$ cat src/rtl/crypto_ctrl_pkg.sv
// Shared opcodes, core ids and tracker states for the crypto command path.
// Used by crypto_cmd_scheduler and its command interface.
package crypto_ctrl_pkg;
   localparam logic [1:0] OP_AES_ENC = 2'b00;
   localparam logic [1:0] OP_AES_DEC = 2'b01;
   localparam logic [1:0] OP_SHA     = 2'b10;
   localparam logic [1:0] OP_RSVD    = 2'b11;

   localparam int CORE_AES = 0;
   localparam int CORE_SHA = 1;
   localparam int NCORE    = 2;

   typedef enum logic {
      TRK_IDLE = 1'b0,
      TRK_BUSY = 1'b1
   } trk_state_t;

   function automatic int cmd_width(input int addrw);
      return 2 + 2 * addrw;
   endfunction
endpackage

$ cat src/rtl/crypto_cmd_scheduler_if.sv
// Host command channel: valid/ready handshake carrying opcode and addresses.
// The host side is the master; the scheduler is the slave.
interface crypto_cmd_scheduler_if #(
   parameter int ADDRW = 24
) ();
   logic             cmd_valid;
   logic             cmd_ready;
   logic [1:0]       cmd_op;
   logic [ADDRW-1:0] cmd_src;
   logic [ADDRW-1:0] cmd_dst;

   modport master (
      output cmd_valid, cmd_op, cmd_src, cmd_dst,
      input  cmd_ready
   );

   modport slave (
      input  cmd_valid, cmd_op, cmd_src, cmd_dst,
      output cmd_ready
   );
endinterface

$ cat src/rtl/crypto_cmd_scheduler_sync_fifo.sv
// sync_fifo: generic in-order queue, valid/ready push, peek/pop head, count.
// DEPTH must be a power of two so the pointers wrap naturally.
module sync_fifo #(
   parameter int WIDTH = 8,
   parameter int DEPTH = 4
) (
   input  logic                     clk,
   input  logic                     rst_n,
   input  logic                     push_valid,
   output logic                     push_ready,
   input  logic [WIDTH-1:0]         push_data,
   input  logic                     pop,
   output logic                     head_valid,
   output logic [WIDTH-1:0]         head_data,
   output logic [$clog2(DEPTH):0]   count
);
   localparam int AW = $clog2(DEPTH);

   logic [WIDTH-1:0] mem [DEPTH];
   logic [AW-1:0]    wr_q;
   logic [AW-1:0]    rd_q;
   logic             do_push;
   logic             do_pop;

   // No pass-through: a full queue refuses even while popping.
   assign push_ready = (count != (AW+1)'(DEPTH));
   assign head_valid = (count != '0);
   assign head_data  = mem[rd_q];
   assign do_push    = push_valid && push_ready;
   assign do_pop     = pop && head_valid;

   always_ff @(posedge clk) begin
      if (do_push) mem[wr_q] <= push_data;
   end

   always_ff @(posedge clk) begin
      if (!rst_n) begin
         wr_q  <= '0;
         rd_q  <= '0;
         count <= '0;
      end else begin
         if (do_push) wr_q <= wr_q + 1'b1;
         if (do_pop)  rd_q <= rd_q + 1'b1;
         unique case ({do_push, do_pop})
            2'b10:   count <= count + 1'b1;
            2'b01:   count <= count - 1'b1;
            default: count <= count;
         endcase
      end
   end
endmodule

$ cat src/rtl/crypto_cmd_scheduler.sv
// In-order AES/SHA command dispatcher with one job in flight per core.
// Optional per-job watchdog: define CRYPTO_SCHED_TIMEOUT_EN.
module crypto_cmd_scheduler
   import crypto_ctrl_pkg::*;
#(
   parameter int ADDRW          = 24,
   parameter int DEPTH          = 4,
   parameter int TIMEOUT_CYCLES = 1024
) (
   input  logic                   clk,
   input  logic                   rst_n,
   crypto_cmd_scheduler_if.slave  cmd,
   output logic                   aes_start,
   output logic                   aes_decrypt,
   output logic [ADDRW-1:0]       aes_src,
   output logic [ADDRW-1:0]       aes_dst,
   input  logic                   aes_done,
   output logic                   sha_start,
   output logic [ADDRW-1:0]       sha_src,
   output logic [ADDRW-1:0]       sha_dst,
   input  logic                   sha_done,
   output logic                   cmpl_valid,
   output logic                   cmpl_core,
   output logic                   err_illegal,
`ifdef CRYPTO_SCHED_TIMEOUT_EN
   output logic                   err_timeout,
`endif
   output logic [$clog2(DEPTH):0] queue_count
);
   localparam int CW = cmd_width(ADDRW);

   logic [CW-1:0]    head;
   logic             head_valid;
   logic             pop;
   logic [1:0]       h_op;
   logic [ADDRW-1:0] h_src;
   logic [ADDRW-1:0] h_dst;

   trk_state_t       st_q [NCORE];
   trk_state_t       st_d [NCORE];
   logic [NCORE-1:0] busy;
   logic [NCORE-1:0] done;
   logic [NCORE-1:0] go;
   logic [NCORE-1:0] expire;
   logic [NCORE-1:0] evt;
   logic             go_ill;

   logic sel_v, sel_core, sel_to;
   logic pend_q, pend_d, pend_to_q, pend_to_d;

   sync_fifo #(.WIDTH(CW), .DEPTH(DEPTH)) u_fifo (
      .clk        (clk),
      .rst_n      (rst_n),
      .push_valid (cmd.cmd_valid),
      .push_ready (cmd.cmd_ready),
      .push_data  ({cmd.cmd_op, cmd.cmd_src, cmd.cmd_dst}),
      .pop        (pop),
      .head_valid (head_valid),
      .head_data  (head),
      .count      (queue_count)
   );

   assign h_op  = head[CW-1 -: 2];
   assign h_src = head[2*ADDRW-1 -: ADDRW];
   assign h_dst = head[ADDRW-1:0];

   always_comb begin
      for (int i = 0; i < NCORE; i++)
         busy[i] = (st_q[i] == TRK_BUSY);
   end

   assign done = {sha_done, aes_done} & busy;
   assign evt  = done | expire;

   // Strict in-order: a blocked head stalls everything behind it.
   always_comb begin
      go     = '0;
      go_ill = 1'b0;
      if (head_valid) begin
         unique case (1'b1)
            (h_op == OP_RSVD): go_ill = 1'b1;
            !h_op[1]:          go[CORE_AES] = !busy[CORE_AES];
            default:           go[CORE_SHA] = !busy[CORE_SHA];
         endcase
      end
   end

   assign pop = go_ill | (|go);

   always_comb begin
      for (int i = 0; i < NCORE; i++) begin
         st_d[i] = st_q[i];
         unique case (st_q[i])
            TRK_IDLE: if (go[i]) st_d[i] = TRK_BUSY;
            TRK_BUSY: if (evt[i]) st_d[i] = TRK_IDLE;
         endcase
      end
   end

   always_ff @(posedge clk) begin
      for (int i = 0; i < NCORE; i++)
         st_q[i] <= rst_n ? st_d[i] : TRK_IDLE;
   end

`ifdef CRYPTO_SCHED_TIMEOUT_EN
   logic [31:0] age_q [NCORE];

   always_ff @(posedge clk) begin
      for (int i = 0; i < NCORE; i++) begin
         if (!rst_n || !(busy[i] && st_d[i] == TRK_BUSY))
            age_q[i] <= '0;
         else
            age_q[i] <= age_q[i] + 32'd1;
      end
   end

   // A done in the expiry cycle wins over the watchdog.
   always_comb begin
      for (int i = 0; i < NCORE; i++)
         expire[i] = busy[i] && !done[i] &&
                     (age_q[i] == 32'(TIMEOUT_CYCLES - 1));
   end
`else
   assign expire = '0;
`endif

   // AES reported first; a simultaneous SHA event waits one cycle.
   always_comb begin
      sel_v     = 1'b0;
      sel_core  = 1'b0;
      sel_to    = 1'b0;
      pend_d    = pend_q;
      pend_to_d = pend_to_q;
      if (evt[CORE_AES]) begin
         sel_v  = 1'b1;
         sel_to = expire[CORE_AES];
         if (evt[CORE_SHA]) begin
            pend_d    = 1'b1;
            pend_to_d = expire[CORE_SHA];
         end
      end else if (pend_q) begin
         sel_v     = 1'b1;
         sel_core  = 1'b1;
         sel_to    = pend_to_q;
         pend_d    = evt[CORE_SHA];
         pend_to_d = expire[CORE_SHA];
      end else if (evt[CORE_SHA]) begin
         sel_v    = 1'b1;
         sel_core = 1'b1;
         sel_to   = expire[CORE_SHA];
      end
   end

   always_ff @(posedge clk) begin
      if (!rst_n) begin
         pend_q     <= 1'b0;
         pend_to_q  <= 1'b0;
         cmpl_valid <= 1'b0;
         cmpl_core  <= 1'b0;
      end else begin
         pend_q     <= pend_d;
         pend_to_q  <= pend_to_d;
         cmpl_valid <= sel_v && !sel_to;
         if (sel_v) cmpl_core <= sel_core;
      end
   end

`ifdef CRYPTO_SCHED_TIMEOUT_EN
   always_ff @(posedge clk) begin
      if (!rst_n) err_timeout <= 1'b0;
      else        err_timeout <= sel_v && sel_to;
   end
`endif

   always_ff @(posedge clk) begin
      if (!rst_n) begin
         aes_start   <= 1'b0;
         sha_start   <= 1'b0;
         err_illegal <= 1'b0;
         aes_decrypt <= 1'b0;
         aes_src     <= '0;
         aes_dst     <= '0;
         sha_src     <= '0;
         sha_dst     <= '0;
      end else begin
         aes_start   <= go[CORE_AES];
         sha_start   <= go[CORE_SHA];
         err_illegal <= go_ill;
         if (go[CORE_AES]) begin
            aes_decrypt <= h_op[0];
            aes_src     <= h_src;
            aes_dst     <= h_dst;
         end
         if (go[CORE_SHA]) begin
            sha_src <= h_src;
            sha_dst <= h_dst;
         end
      end
   end
endmodule

$ cat src/flat_wrapper.sv
// flat-port wrapper written by rule: the top's interface ports become plain ports
module crypto_cmd_scheduler_flat import crypto_ctrl_pkg::*;
#(
   parameter int ADDRW          = 24,
   parameter int DEPTH          = 4,
   parameter int TIMEOUT_CYCLES = 1024
)
  (clk, rst_n, aes_start, aes_decrypt, aes_src, aes_dst, aes_done, sha_start, sha_src, sha_dst, sha_done, cmpl_valid, cmpl_core, err_illegal, queue_count, cmd_cmd_valid, cmd_cmd_op, cmd_cmd_src, cmd_cmd_dst, cmd_cmd_ready);
  crypto_cmd_scheduler_if #(.ADDRW(ADDRW)) cmd_i ();
  input  logic clk;
  input  logic rst_n;
  output logic aes_start;
  output logic aes_decrypt;
  output logic [ADDRW-1:0] aes_src;
  output logic [ADDRW-1:0] aes_dst;
  input  logic aes_done;
  output logic sha_start;
  output logic [ADDRW-1:0] sha_src;
  output logic [ADDRW-1:0] sha_dst;
  input  logic sha_done;
  output logic cmpl_valid;
  output logic cmpl_core;
  output logic err_illegal;
  output logic [$clog2(DEPTH):0] queue_count;
  input wire logic [$bits(cmd_i.cmd_valid)-1:0] cmd_cmd_valid;
  input wire logic [$bits(cmd_i.cmd_op)-1:0] cmd_cmd_op;
  input wire logic [$bits(cmd_i.cmd_src)-1:0] cmd_cmd_src;
  input wire logic [$bits(cmd_i.cmd_dst)-1:0] cmd_cmd_dst;
  output wire logic [$bits(cmd_i.cmd_ready)-1:0] cmd_cmd_ready;
  assign cmd_i.cmd_valid = cmd_cmd_valid;
  assign cmd_i.cmd_op = cmd_cmd_op;
  assign cmd_i.cmd_src = cmd_cmd_src;
  assign cmd_i.cmd_dst = cmd_cmd_dst;
  assign cmd_cmd_ready = cmd_i.cmd_ready;
  crypto_cmd_scheduler #(.ADDRW(ADDRW), .DEPTH(DEPTH), .TIMEOUT_CYCLES(TIMEOUT_CYCLES)) u_core (.clk(clk), .rst_n(rst_n), .cmd(cmd_i), .aes_start(aes_start), .aes_decrypt(aes_decrypt), .aes_src(aes_src), .aes_dst(aes_dst), .aes_done(aes_done), .sha_start(sha_start), .sha_src(sha_src), .sha_dst(sha_dst), .sha_done(sha_done), .cmpl_valid(cmpl_valid), .cmpl_core(cmpl_core), .err_illegal(err_illegal), .queue_count(queue_count));
endmodule
$ cat config.mk
export PLATFORM = sky130hd
export DESIGN_NAME = crypto_cmd_scheduler_flat
export DESIGN_NICKNAME = d
export VERILOG_FILES = /design/src/rtl/crypto_ctrl_pkg.sv /design/src/rtl/crypto_cmd_scheduler_if.sv /design/src/rtl/crypto_cmd_scheduler_sync_fifo.sv /design/src/rtl/crypto_cmd_scheduler.sv /design/src/flat_wrapper.sv
export SDC_FILE = /design/constraint.sdc
export NUM_CORES = 1
export LEC_CHECK = 0
export ABC_AREA = 1
export CAP_MARGIN = 25
export CORE_MARGIN = 4
export CORE_UTILIZATION = 54
export DETAILED_ROUTE_END_ITERATION = 8
export HOLD_SLACK_MARGIN = 0.08
export PLACE_DENSITY = 0.89
export REMOVE_ABC_BUFFERS = 1
export SLEW_MARGIN = 10
export SYNTH_ARGS = -nofsm -noshare
export SYNTH_HDL_FRONTEND = slang
export SYNTH_SLANG_ARGS = --single-unit
$ cat constraint.sdc
create_clock -name clk -period 4.6 [get_ports clk]
set_input_delay 0.92 -clock clk [delete_from_list [all_inputs] [get_ports clk]]
set_output_delay 0.92 -clock clk [all_outputs]
set_load 0.02 [all_outputs]
# Word level (Yosys, flattened, before mapping)
# Memories as Yosys holds them, arrays and structs flattened. A register that Yosys moved wholly into a read port is not among the register bits.
# Cells that the tools add are included.
classes:
  mul: 0
  n_addsub: 4
  n_bitwise: 4
  reduce_logical: 13
  n_eq_ne: 5
  div: 0
  muxes: 30
  magnitude_cmp: 0
  n_shift: 0
ops:
  columns: ["cell", "n"]
  rows:
  - ["1-bit 2-to-1 mux", 24]
  - ["2-bit 2-to-1 mux", 3]
  - ["3-bit one-hot mux with 2 select lines", 1]
  - ["2-bit by 1-bit adder with 2-bit output, second input constant", 2]
  - ["2-bit equality test, second input constant", 2]
  - ["1-bit zero test", 4]
  - ["1-bit one-hot mux with 2 select lines", 2]
  - ["2-bit nonzero test", 2]
  - ["2-bit OR reduction", 2]
  - ["3-bit by 1-bit adder with 3-bit output, second input constant", 1]
  - ["1-bit logical AND", 3]
  - ["3-bit inequality test, second input constant", 1]
  - ["3-bit nonzero test", 1]
  - ["3-bit by 1-bit subtractor with 3-bit output, second input constant", 1]
  - ["2-bit AND", 1]
  - ["2-bit by 1-bit equality test with 1-bit output, second input constant", 1]
  - ["2-bit by 1-bit inequality test with 1-bit output, second input constant", 1]
  - ["1-bit inverter", 2]
  - ["2-bit AND reduction", 1]
  - ["1-bit bitwise OR", 1]
totals:
  ram_bits: 202
  latchBits: 0
  ff_bits: 111
  input_bits: 55
  out_inout_bits: 106
  mem_bits_ro: 0
  memories: 2
mem_list:
  columns: ["name", "depth", "word_bits", "read_ports", "rd_ports_with_merged_regs", "write_ports", "line", "rtl"]
  rows:
  - ["u_core.u_fifo.mem", 4, 50, 1, 1, 1, "crypto_cmd_scheduler_sync_fifo.sv:19", "logic [WIDTH-1:0] mem [DEPTH];"]
  - ["u_core.st_q", 2, 1, 2, 0, 2, "crypto_cmd_scheduler.sv:39", "trk_state_t st_q [NCORE];"]

# Logic depth before layout (Yosys ltp)
# Gate-level depths: netlist (run 1).
depth:
  word_depth: 9
  depth_mapped: 14
  depth_no_buf: 14

# Hierarchy
# From an unflattened synthesis (run 1), not the netlist that was laid out.
hier_totals:
  hier_cells: 1172
  area_unflattened_um2: 12430.7
modules_own_cells:
  columns: ["module", "cells_each", "instances", "area_per_inst_um2"]
  rows:
  - ["sync_fifo", 549, 1, 8037.7]
  - ["crypto_cmd_scheduler", 623, 1, 4393.0]

# Worst setup path before layout (run 1)
# OpenSTA, ideal clock, no wires.
synth_timing:
  kind: "input port to flip-flop"
  start: "input cmd_cmd_valid"
  end: "memory u_core.u_fifo.mem[0][0] (netlist bit) (enable)"
  required_ps: 4142
  stages: 2
  slack_ps: 941
  n_path_buf: 0
  arrival_time_ps: 3201
  path_cell_list: "nand2_1 nor2_1"
synth_between:
  elab_chain_len: 3
synth_lines:
  columns: ["element", "line", "rtl"]
  rows:
  - ["from (decl)", "flat_wrapper.sv:25", "input wire logic [$bits(cmd_i.cmd_valid)-1:0] cmd_cmd_valid;"]
  - ["1-bit logical AND", "crypto_cmd_scheduler_sync_fifo.sv:29", "assign do_push = push_valid && push_ready;"]
  - ["1-bit 2-to-1 mux", "crypto_cmd_scheduler_sync_fifo.sv:33", "if (do_push) mem[wr_q] <= push_data;"]
  - ["1-bit 2-to-1 mux (implied by the code)", "crypto_cmd_scheduler_sync_fifo.sv:33", null]
  - ["to (decl)", "crypto_cmd_scheduler_sync_fifo.sv:19", null]
# Every way passes these cells.

==> results of run 1 <==
-- flip-flops by register name (all words and copies together), names as in the netlist, 2 cells and up, named ones only --
signal,cells
u_core.u_fifo.wr_q,2
u_core.sha_src,24
u_core.st_q,2
u_core.sha_dst,24
u_core.u_fifo.mem,200
u_core.aes_dst,24
u_core.aes_src,24
u_core.u_fifo.rd_q,2
u_core.u_fifo.count,3
-- worst max-delay path, stage by stage, from the launching register on --
cell     delay (ns)
dfxtp_2        0.31
buf_4          0.39
inv_2          0.04
buf_4          0.30
nand3_1        0.19
nand2_2        0.10
nor2_4         0.13
nand3_4        0.50
inv_4          0.71
nand2_1        0.15
a21oi_1        0.21
-- report_power, final --
| part | internal, mW | switching, mW | leakage, nW |
|---|---|---|---|
| clock network | 1.43 | 1.01 | 0.495 |
| logic | 1.07 | 1.89 | 1.64 |
| registers | 3.51 | 0.247 | 2.76 |
| total | 6.01 | 3.15 | 4.90 |
-- cell families (layout without fill, tap and decap cells) --
family / Yosys count / count (layout)
buffers and inverters: 88 / 257
AOI/OAI and AO/OA: 262 / 262
xor gates and xnor gates: 1 / 1
DFF: 314 / 314
adders and majority gates: 6 / 6
and+or+nand+nor: 321 / 321
-- stage by stage --
stage	std cells	setup TNS, ns	utilization	hold WS (ns)	worst slack [ns]
after floorplan	929	-26.61	-	0.4527	-0.8267
after global placement	1379	0	0.6320	0.4526	1.433
after detailed placement	1379	0	0.6320	0.4568	1.395
after CTS	1435	0	0.6798	0.4674	1.404
after global routing	1436	0	0.6808	0.4856	1.017
final	1436	0	0.6808	0.4625	1.403
-- path summary, 6_finish.rpt --
kind | start | endpoint | slack (ns)
min reg2reg | u_core.aes_src[19] | u_core.aes_src[19] | 0.46
max | flop | u_core.sha_dst[1] | 1.40
max reg2reg | flop | u_core.sha_dst[1] | 1.40
min | u_core.aes_src[19] | u_core.aes_src[19] | 0.46
-- cell type report --
cell class,count,area [um^2],share of cell area
Clock buffer,50,969.7,0.06797
Clock inverter,6,33.78,0.002368
Multi-Input combinational cell,590,2793,0.1958
Timing Repair Buffer,176,1734,0.1216
Inverter,25,98.84,0.006929
Tap cell,275,344.1,0.02412
Sequential cell,314,8293,0.5813
-- per-layer routing --
layer / track usage / up-vias / routed length, um
met5: 0 / - / 7
met4: 0.1043 / 2 / 1133
met3: 0.04897 / 93 / 2420
met2: 0.3810 / 478 / 13740
met1: 0.2954 / 4005 / 10780
li1: - / 3764 / -
-- layout by cell type, fill, tap and decap left out, drive strengths merged, types with 16 or more instances in the layout --
cell and n:
nor2 99, edfxtp 200, o22ai 41, a21oi 109, o21ai 103, inv 24
dfxtp 114, buf 16, nand2 204, clkbuf 50, clkdlybuf4s50 160
==> impl_metrics.env, run 1 <==
export IMPL_yosys_mux_area_fraction=0
export IMPL_synth_top_family_by_area="compound AO/OA/AOI/OAI gates"
export IMPL_synth_simple_area_share=0.1103
export IMPL_netlist_area_um2=11490
export IMPL_syn_inst=992
export IMPL_cts_tree="done"
export IMPL_start_util=0.5482
export IMPL_holdPathStages=2
export IMPL_drv_slew=0
export IMPL_cts_path_max_buffers=3
export IMPL_grt_antenna_before_repair=1
export IMPL_hold_path_class="reg2reg"
export IMPL_yosysMostFrequentCell="nand2_1"
export IMPL_hpwl_um=16050
export IMPL_period_minus_slack_ns=3.197
export IMPL_cap_violations=0
export IMPL_syn_avg_cell_area_um2=11.58
export IMPL_synthAdderAreaFrac=0.007189
export IMPL_yosysTopAreaCell="edfxtp_1"
export IMPL_gp_congestion=0.7715
export IMPL_setup_viol=0
export IMPL_clkTransAtPathRegs_ns=0.06
export IMPL_post_cts_setup_buffers=0
export IMPL_finalCritPeriodShare=0.6950
export IMPL_path_max_fanout=57
export IMPL_peakVddDrop_mv=0.3536
export IMPL_core_area_um2=20960
export IMPL_grt_setup_unrepaired="false"
export IMPL_cts_sinks=314
export IMPL_placementRows=53
export IMPL_critPathKind="reg2reg"
export IMPL_clk_latency_ns=0.55
export IMPL_fillers=1394
export IMPL_cellLeakagePower_nw=4.898
export IMPL_synth_ff_type="edfxtp_1"
export IMPL_ys_warn_count=0
export IMPL_synthTopCellsByArea="edfxtp_1 (52%), dfxtp_1 (20%), nand2_1 (6.6%)"
export IMPL_area_growth_pct=24.19
export IMPL_via_per_inst=5.809
export IMPL_htreeDepth=1
export IMPL_die_x_um=153.9
export IMPL_grt_pass1_wl_um=43770
export IMPL_ys_types=29
export IMPL_postRouteAntennaNets=0
export IMPL_grt_max_degree=97
export IMPL_grt_pass1_vias=8208
export IMPL_fin_area_um2=14270
export IMPL_synth_seq_area_share=0.7215
export IMPL_skew_ns=0.01698
export IMPL_wire_per_inst_um=19.56
export IMPL_worst_pin_slew_ns=0.9529
export IMPL_worstPathRequired_ns=5.06
export IMPL_postCtsResizedCells=0
export IMPL_cts_hold_buffers_added=0
export IMPL_drt_initial_drc_count=833
export IMPL_design_power_total_mw=9.160
export IMPL_start_kind="flop"
export IMPL_endpoint_kind="flop"
export IMPL_synth_xor_area_frac=0.0007624
export IMPL_synth_edf_count=200
export IMPL_vias=8342
export IMPL_clockRootBuffer="clkbuf_16"
export IMPL_ff2ff_path_depth=10
export IMPL_wirelength_um=28080
export IMPL_fp_dieH_um=153.9
export IMPL_hold_violations=0
export IMPL_power_density_nw_per_um2=642.1
export IMPL_io_pins=161
export IMPL_drc=0
export IMPL_place_area_um2=13240
export IMPL_overflow=0
export IMPL_dieArea_um2=23670
export IMPL_run_status="finished clean"
export IMPL_yosysTopAreaCellShare=0.5228
export IMPL_synth_seq_cells=314
export IMPL_diodes=0
export IMPL_netlist_top_cells_count="nand2_1 (203), edfxtp_1 (200), dfxtp_1 (114)"
export IMPL_drive_gt1_frac=0.06804
export IMPL_fmax_mhz=312.8
export IMPL_grt_usage=0.2307
export IMPL_synth_compound_area_share=0.1222
export IMPL_synth_async_reset_ratio=0
export IMPL_critPathArrivalTime_ns=3.66
export IMPL_nets=1198
export IMPL_dr_pass1_iters=5
export IMPL_slew_limit_headroom=0.3647
export IMPL_port_buffers=160
export IMPL_numCtsBuffers=30
No activity file was read; power rests on OpenSTA's default activity.
==> run 2, diff against run 1 <==
Settings changed: CORE_UTILIZATION 54 to 49, PLACE_DENSITY 0.89 to 0.86.
Clock period 4.6 ns to 2.8 ns, I/O delays scaled along.
==> run 2 against run 1 <==
Net effect: register-to-register slack worse by 0.96 ns; critical path type unchanged; final area up 1.4%; final cell count rose by 3.4%; sequential share of layout area shrank 0.77 points; clock power up 70%; worst hold slack better by 0.00055 ns; critical endpoint is now u_core.u_fifo.count[2]; combinational power up 62%; total power up 65%; wire length decreased by 7.0%; sequential power increased by 64%; sequential cell count is the same.
==> impl_metrics.env, run 2 (synthesized netlist as in run 1, its figures left out) <==
export IMPL_run_status="finished clean"
export IMPL_wirelength_um=26110
export IMPL_whs_ns=0.4630
export IMPL_peakVddDrop_mv=0.6360
export IMPL_intPower_mw=10.06
export IMPL_postCtsResizedCells=0
export IMPL_period_minus_slack_ns=2.356
export IMPL_largest_register_ff_count=200
export IMPL_diodes=0
export IMPL_pwr_share_seq=0.407
export IMPL_grt_pass1_wl_um=41340
export IMPL_cap_violations=0
export IMPL_endpoint_kind="flop"
export IMPL_fmax_mhz=424.5
export IMPL_cts_sinks=314
export IMPL_place_inst=1427
export IMPL_core_area_um2=22850
export IMPL_clkTransAtPathRegs_ns=0.06
export IMPL_pwr_share_clk=0.275
export IMPL_worstPathRequired_ns=3.23
export IMPL_setup_ws_ns=0.4441
export IMPL_via_per_inst=5.299
export IMPL_critPathArrivalTime_ns=2.78
export IMPL_placementRows=55
export IMPL_final_cells=1485
export IMPL_nets=1208
export IMPL_worst_pin_slew_ns=0.6836
export IMPL_drc=0
export IMPL_finalCritPeriodShare=0.8414
export IMPL_hpwl_um=15770
export IMPL_start_util=0.5028
export IMPL_drive_gt1_frac=0.07765
export IMPL_rrSetupSlack_ns=0.44
export IMPL_die_x_um=161.1
export IMPL_htreeDepth=1
export IMPL_gp_congestion=0.7324
export IMPL_grt_usage=0.1965
export IMPL_mostFrequentLayoutCells="nand2_1 (203), edfxtp_1 (200), clkdlybuf4s50_1 (160), dfxtp_1 (112), a21oi_1 (109)"
export IMPL_cts_path_max_buffers=3
export IMPL_multiInputGateArea_um2=2793
export IMPL_numCtsBuffers=31
export IMPL_start_kind="flop"
export IMPL_mostFrequentLayoutCell="nand2_1"
export IMPL_dieArea_um2=25960
export IMPL_p_switching_mw=5.041
export IMPL_hold_violations=0
export IMPL_grt_max_degree=69
export IMPL_wire_per_inst_um=17.58
export IMPL_grt_antenna_before_repair=2
export IMPL_cts_tree="done"
export IMPL_overflow=0
export IMPL_slew_limit_headroom=0.5442
export IMPL_power_density_nw_per_um2=1044
export IMPL_setup_viol=0
export IMPL_clk_latency_ns=0.54
export IMPL_comb_power_share=0.318
export IMPL_post_place_ws_ns=0.3669
export IMPL_drv_slew=0
export IMPL_drt_initial_drc_count=417
export IMPL_postRouteAntennaNets=0
export IMPL_grt_pass1_vias=8006
export IMPL_seq_area_um2=8295
export IMPL_fillers=1696
export IMPL_io_pins=161
export IMPL_path_max_fanout=19
export IMPL_skew_ns=0.009592
export IMPL_port_buffers=160
export IMPL_fp_dieH_um=161.1
export IMPL_swShare=0.3339
export IMPL_cellLeakagePower_nw=4.978
export IMPL_clockRootBuffer="clkbuf_16"
export IMPL_cts_hold_buffers_added=0
export IMPL_dr_pass1_iters=6
export IMPL_top_register="u_core.u_fifo.mem"
export IMPL_hold_path_class="reg2reg"
export IMPL_grt_setup_unrepaired="false"
export IMPL_area_growth_pct=25.90
export IMPL_vias=7869
export IMPL_critPathKind="reg2reg"
export IMPL_post_cts_setup_buffers=0
==> run 2: cell count changes in the layout (fill, tap and decap cells not counted), sizes merged <==
cell      before  now
clkinvlp       1    0
clkinv         6   13
bufinv         0    3
clkbuf        50   43
buf           16   25
==> run 2: stage by stage <==
stage | util | power (mW) | area, um^2 | TNS (ns)
2_1_floorplan | - | 8.869 | 11150 | -354.97
3_3_place_gp | 0.5872 | 10.89 | 13420 | 0
3_5_place_dp | 0.5872 | 11.04 | 13420 | 0
4_1_cts | 0.6329 | 15.23 | 14460 | 0
5_1_grt | 0.6330 | 15.93 | 14460 | 0
6_report | 0.6330 | 15.10 | 14460 | 0
==> run 2: worst max-delay path, cell delays in order (launching register included) <==
cell and delay, ns:
dfxtp_4 0.47, inv_2 0.08, nand3_1 0.10, nand2_2 0.09, nor2_4 0.12, o21ai_0 0.16
nand2_1 0.14, ha_1 0.15, inv_1 0.07, fa_1 0.38, a21oi_1 0.15, o21ai_0 0.11
o21ai_0 0.16, a21oi_1 0.05
==> run 2: worst paths after layout <==
path                                        start  cells past startpoint                     end
worst max-delay path                         flop                     13  u_core.u_fifo.count[2]
worst min-delay path            u_core.sha_dst[1]                      2       u_core.sha_dst[1]
worst max register to register               flop                     13  u_core.u_fifo.count[2]
worst min register to register  u_core.sha_dst[1]                      2       u_core.sha_dst[1]
==> run 2: layout make-up <==
class,count,area share
clock buffers,43,0.06160
clock inverters,15,0.01064
inverters,25,0.006835
multi-input cells,590,0.1931
flip-flops and latches,314,0.5736
well taps,313,0.02708
repair buffers,185,0.1272
==> run 2: per-layer routing <==
metal	up-vias	track usage	part of all wire
met5	-	0	0.0010
li1	3782	-	-
met4	4	0.06359	0.028
met3	56	0.04389	0.066
met1	3757	0.2441	0.42
met2	270	0.3434	0.49
==> run 2: power groups by stage <==
stage,logic (mW),registers [mW],clock network [mW]
6_report,4.80,6.15,4.15
5_1_grt,5.25,6.23,4.44
4_1_cts,4.86,6.15,4.23
3_5_place_dp,4.81,6.23,0
3_3_place_gp,4.69,6.20,0
2_1_floorplan,1.98,6.89,0
==> run 3, diff against run 2 <==
Settings changed: CORE_UTILIZATION 49 to 54, PLACE_DENSITY 0.86 to 0.89.
Clock period 2.8 ns to 2.2 ns, I/O delays scaled along.
==> run 3 against run 2 <==
Net effect: clock power is 13% higher; die area fell by 8.8%; critical endpoint unchanged; worst hold slack worse by 0.0013 ns; largest cell class unchanged; first-iteration DRC count rose by 9.1%; critical path type unchanged; sequential cell count stayed put; clock-buffer cell count is 1 higher; final cell count decreased by 2.3%.
==> impl_metrics.env, run 3 (synthesized netlist as in run 1, its figures left out) <==
export IMPL_finalCritPeriodShare=0.9505
export IMPL_fmax_mhz=478.2
export IMPL_fin_area_um2=14400
export IMPL_cts_tree="done"
export IMPL_final_cells=1451
export IMPL_setup_ws_ns=0.1089
export IMPL_placementRows=53
export IMPL_htreeDepth=1
export IMPL_place_area_um2=13440
export IMPL_pwr_share_clk=0.250
export IMPL_fp_dieH_um=153.9
export IMPL_path_max_fanout=7
export IMPL_cap_violations=0
export IMPL_run_status="finished clean"
export IMPL_dieArea_um2=23670
export IMPL_cellLeakagePower_nw=4.957
export IMPL_rrSetupSlack_ns=0.11
export IMPL_nets=1213
export IMPL_grt_max_degree=59
export IMPL_hold_violations=0
export IMPL_area_growth_pct=25.35
export IMPL_ff2ff_path_depth=13
export IMPL_grt_usage=0.2073
export IMPL_cts_hold_buffers_added=0
export IMPL_mostFrequentLayoutCell="nand2_1"
export IMPL_top_register="u_core.u_fifo.mem"
export IMPL_tns_ns=0
export IMPL_drv_slew=0
export IMPL_via_per_inst=5.458
export IMPL_post_place_ws_ns=-0.02757
export IMPL_wirelength_um=25250
export IMPL_start_kind="flop"
export IMPL_start_util=0.5482
export IMPL_clk_latency_ns=0.53
export IMPL_wire_per_inst_um=17.40
export IMPL_mostFrequentLayoutCells="nand2_1 (203), edfxtp_1 (200), clkdlybuf4s50_1 (159), dfxtp_1 (112), a21oi_1 (108)"
export IMPL_cpPeakStageDelay_ns=0.40
export IMPL_largest_register_ff_count=200
export IMPL_gp_congestion=0.8111
export IMPL_whs_ns=0.4617
export IMPL_grt_antenna_before_repair=0
export IMPL_overflow=0
export IMPL_cts_path_max_buffers=3
export IMPL_comb_power_share=0.335
export IMPL_drt_initial_drc_count=455
export IMPL_design_power_total_mw=18.82
export IMPL_pwr_share_seq=0.414
export IMPL_critPathArrivalTime_ns=2.52
export IMPL_io_pins=161
export IMPL_grt_pass1_wl_um=40050
export IMPL_vias=7919
export IMPL_drc=0
export IMPL_slew_limit_headroom=0.6167
export IMPL_hpwl_um=15670
export IMPL_drive_gt1_frac=0.07653
export IMPL_hold_path_class="reg2reg"
export IMPL_holdPathEnd="u_core.sha_dst[12]"
export IMPL_skew_ns=0.009315
export IMPL_p_switching_mw=6.337
export IMPL_cts_sinks=314
export IMPL_port_buffers=160
export IMPL_rr_endpoint="u_core.u_fifo.count[2]"
export IMPL_power_density_nw_per_um2=1307
export IMPL_place_inst=1392
export IMPL_setup_viol=0
export IMPL_cp_cell_sequence="inv_4, nand2_1, nand3_1, nand2_2, nand3b_1, nand2_1, ha_1, inv_1, fa_1, a21oi_2, o21ai_1, o21ai_1, a21oi_1"
export IMPL_numCtsBuffers=30
export IMPL_grt_pass1_vias=7874
export IMPL_swShare=0.3367
export IMPL_endpoint_kind="flop"
export IMPL_postRouteAntennaNets=0
export IMPL_clkTransAtPathRegs_ns=0.06
export IMPL_clockRootBuffer="clkbuf_16"
export IMPL_peakVddDrop_mv=0.7870
export IMPL_die_x_um=153.9
export IMPL_diodes=0
export IMPL_holdPathStages=2
export IMPL_intPower_mw=12.48
export IMPL_final_util=0.6871
export IMPL_holdCritStartpoint="u_core.sha_dst[12]"
export IMPL_cpMaxStageDelayCell="fa_1"
export IMPL_period_minus_slack_ns=2.091
export IMPL_dr_pass1_iters=5
export IMPL_core_area_um2=20960
export IMPL_worst_pin_slew_ns=0.5750
export IMPL_worstPathRequired_ns=2.63
export IMPL_critPathKind="reg2reg"
## run 3: cell count changes in the layout (fill, tap and decap cells not counted), moves of 2 or more
cell | before | now
buf_12 | 4 | 8
bufinv_16 | 3 | 0
clkbuf_1 | 5 | 9
clkbuf_8 | 7 | 4
clkinv_1 | 3 | 6
clkinv_2 | 9 | 6
o21ai_0 | 96 | 93
o21ai_1 | 7 | 9
## run 3: per-layer routing
metal	track usage	up-vias	wire length, um
li1	-	3796	-
met1	0.2562	3829	10300
met2	0.3764	249	12830
met3	0.03912	45	1604
met4	0.05214	0	515
met5	0	-	0
## run 3: final cells by class
cell class                 instances  area (um^2)
sequential                       314         8293
fill                            1446         6556
multi-input combinational        590         2800
timing repair buffer             191         1941
clock buffer                      44        864.6
tap                              275        344.1
inverter                          25        100.1
clock inverter                    12        56.30
## run 3: timing repair
item | 4_1_cts | 5_1_grt
resized for setup | 1 | 7
endpoints found under the setup margin | 1 | 8
pin swaps | 1 | 3
buffers inserted | 1 | 2
## run 3: power groups by stage
stage,logic (mW),registers [mW],clock network (mW)
CTS,6.24,7.79,4.81
global placement,5.97,7.87,0
floorplan,2.52,8.77,0
detailed placement,6.19,7.90,0
global route,6.88,7.89,5.06
finish,6.31,7.80,4.71
## run 3: worst max-delay path, delay by kind of cell, from the launching register on
kind | cells | cell delay (ns)
simple gates | 5 | 0.55
fa+ha+maj | 2 | 0.54
compound gates | 4 | 0.40
flops | 1 | 0.38
buf+inv | 2 | 0.12
## run 3: worst max path at each step
stage,start,endpoint,slack (ns),cells past startpoint
floorplan,flop,u_core.u_fifo.count[2],-3.23,13
global placement,flop,u_core.u_fifo.count[2],0.12,14
detailed placement,flop,u_core.u_fifo.count[2],-0.03,14
CTS,u_core.u_fifo.count[1],cmd_cmd_ready,0.0007,3
global route,flop,u_core.u_fifo.count[2],-0.03,13
finish,flop,u_core.u_fifo.count[2],0.11,13
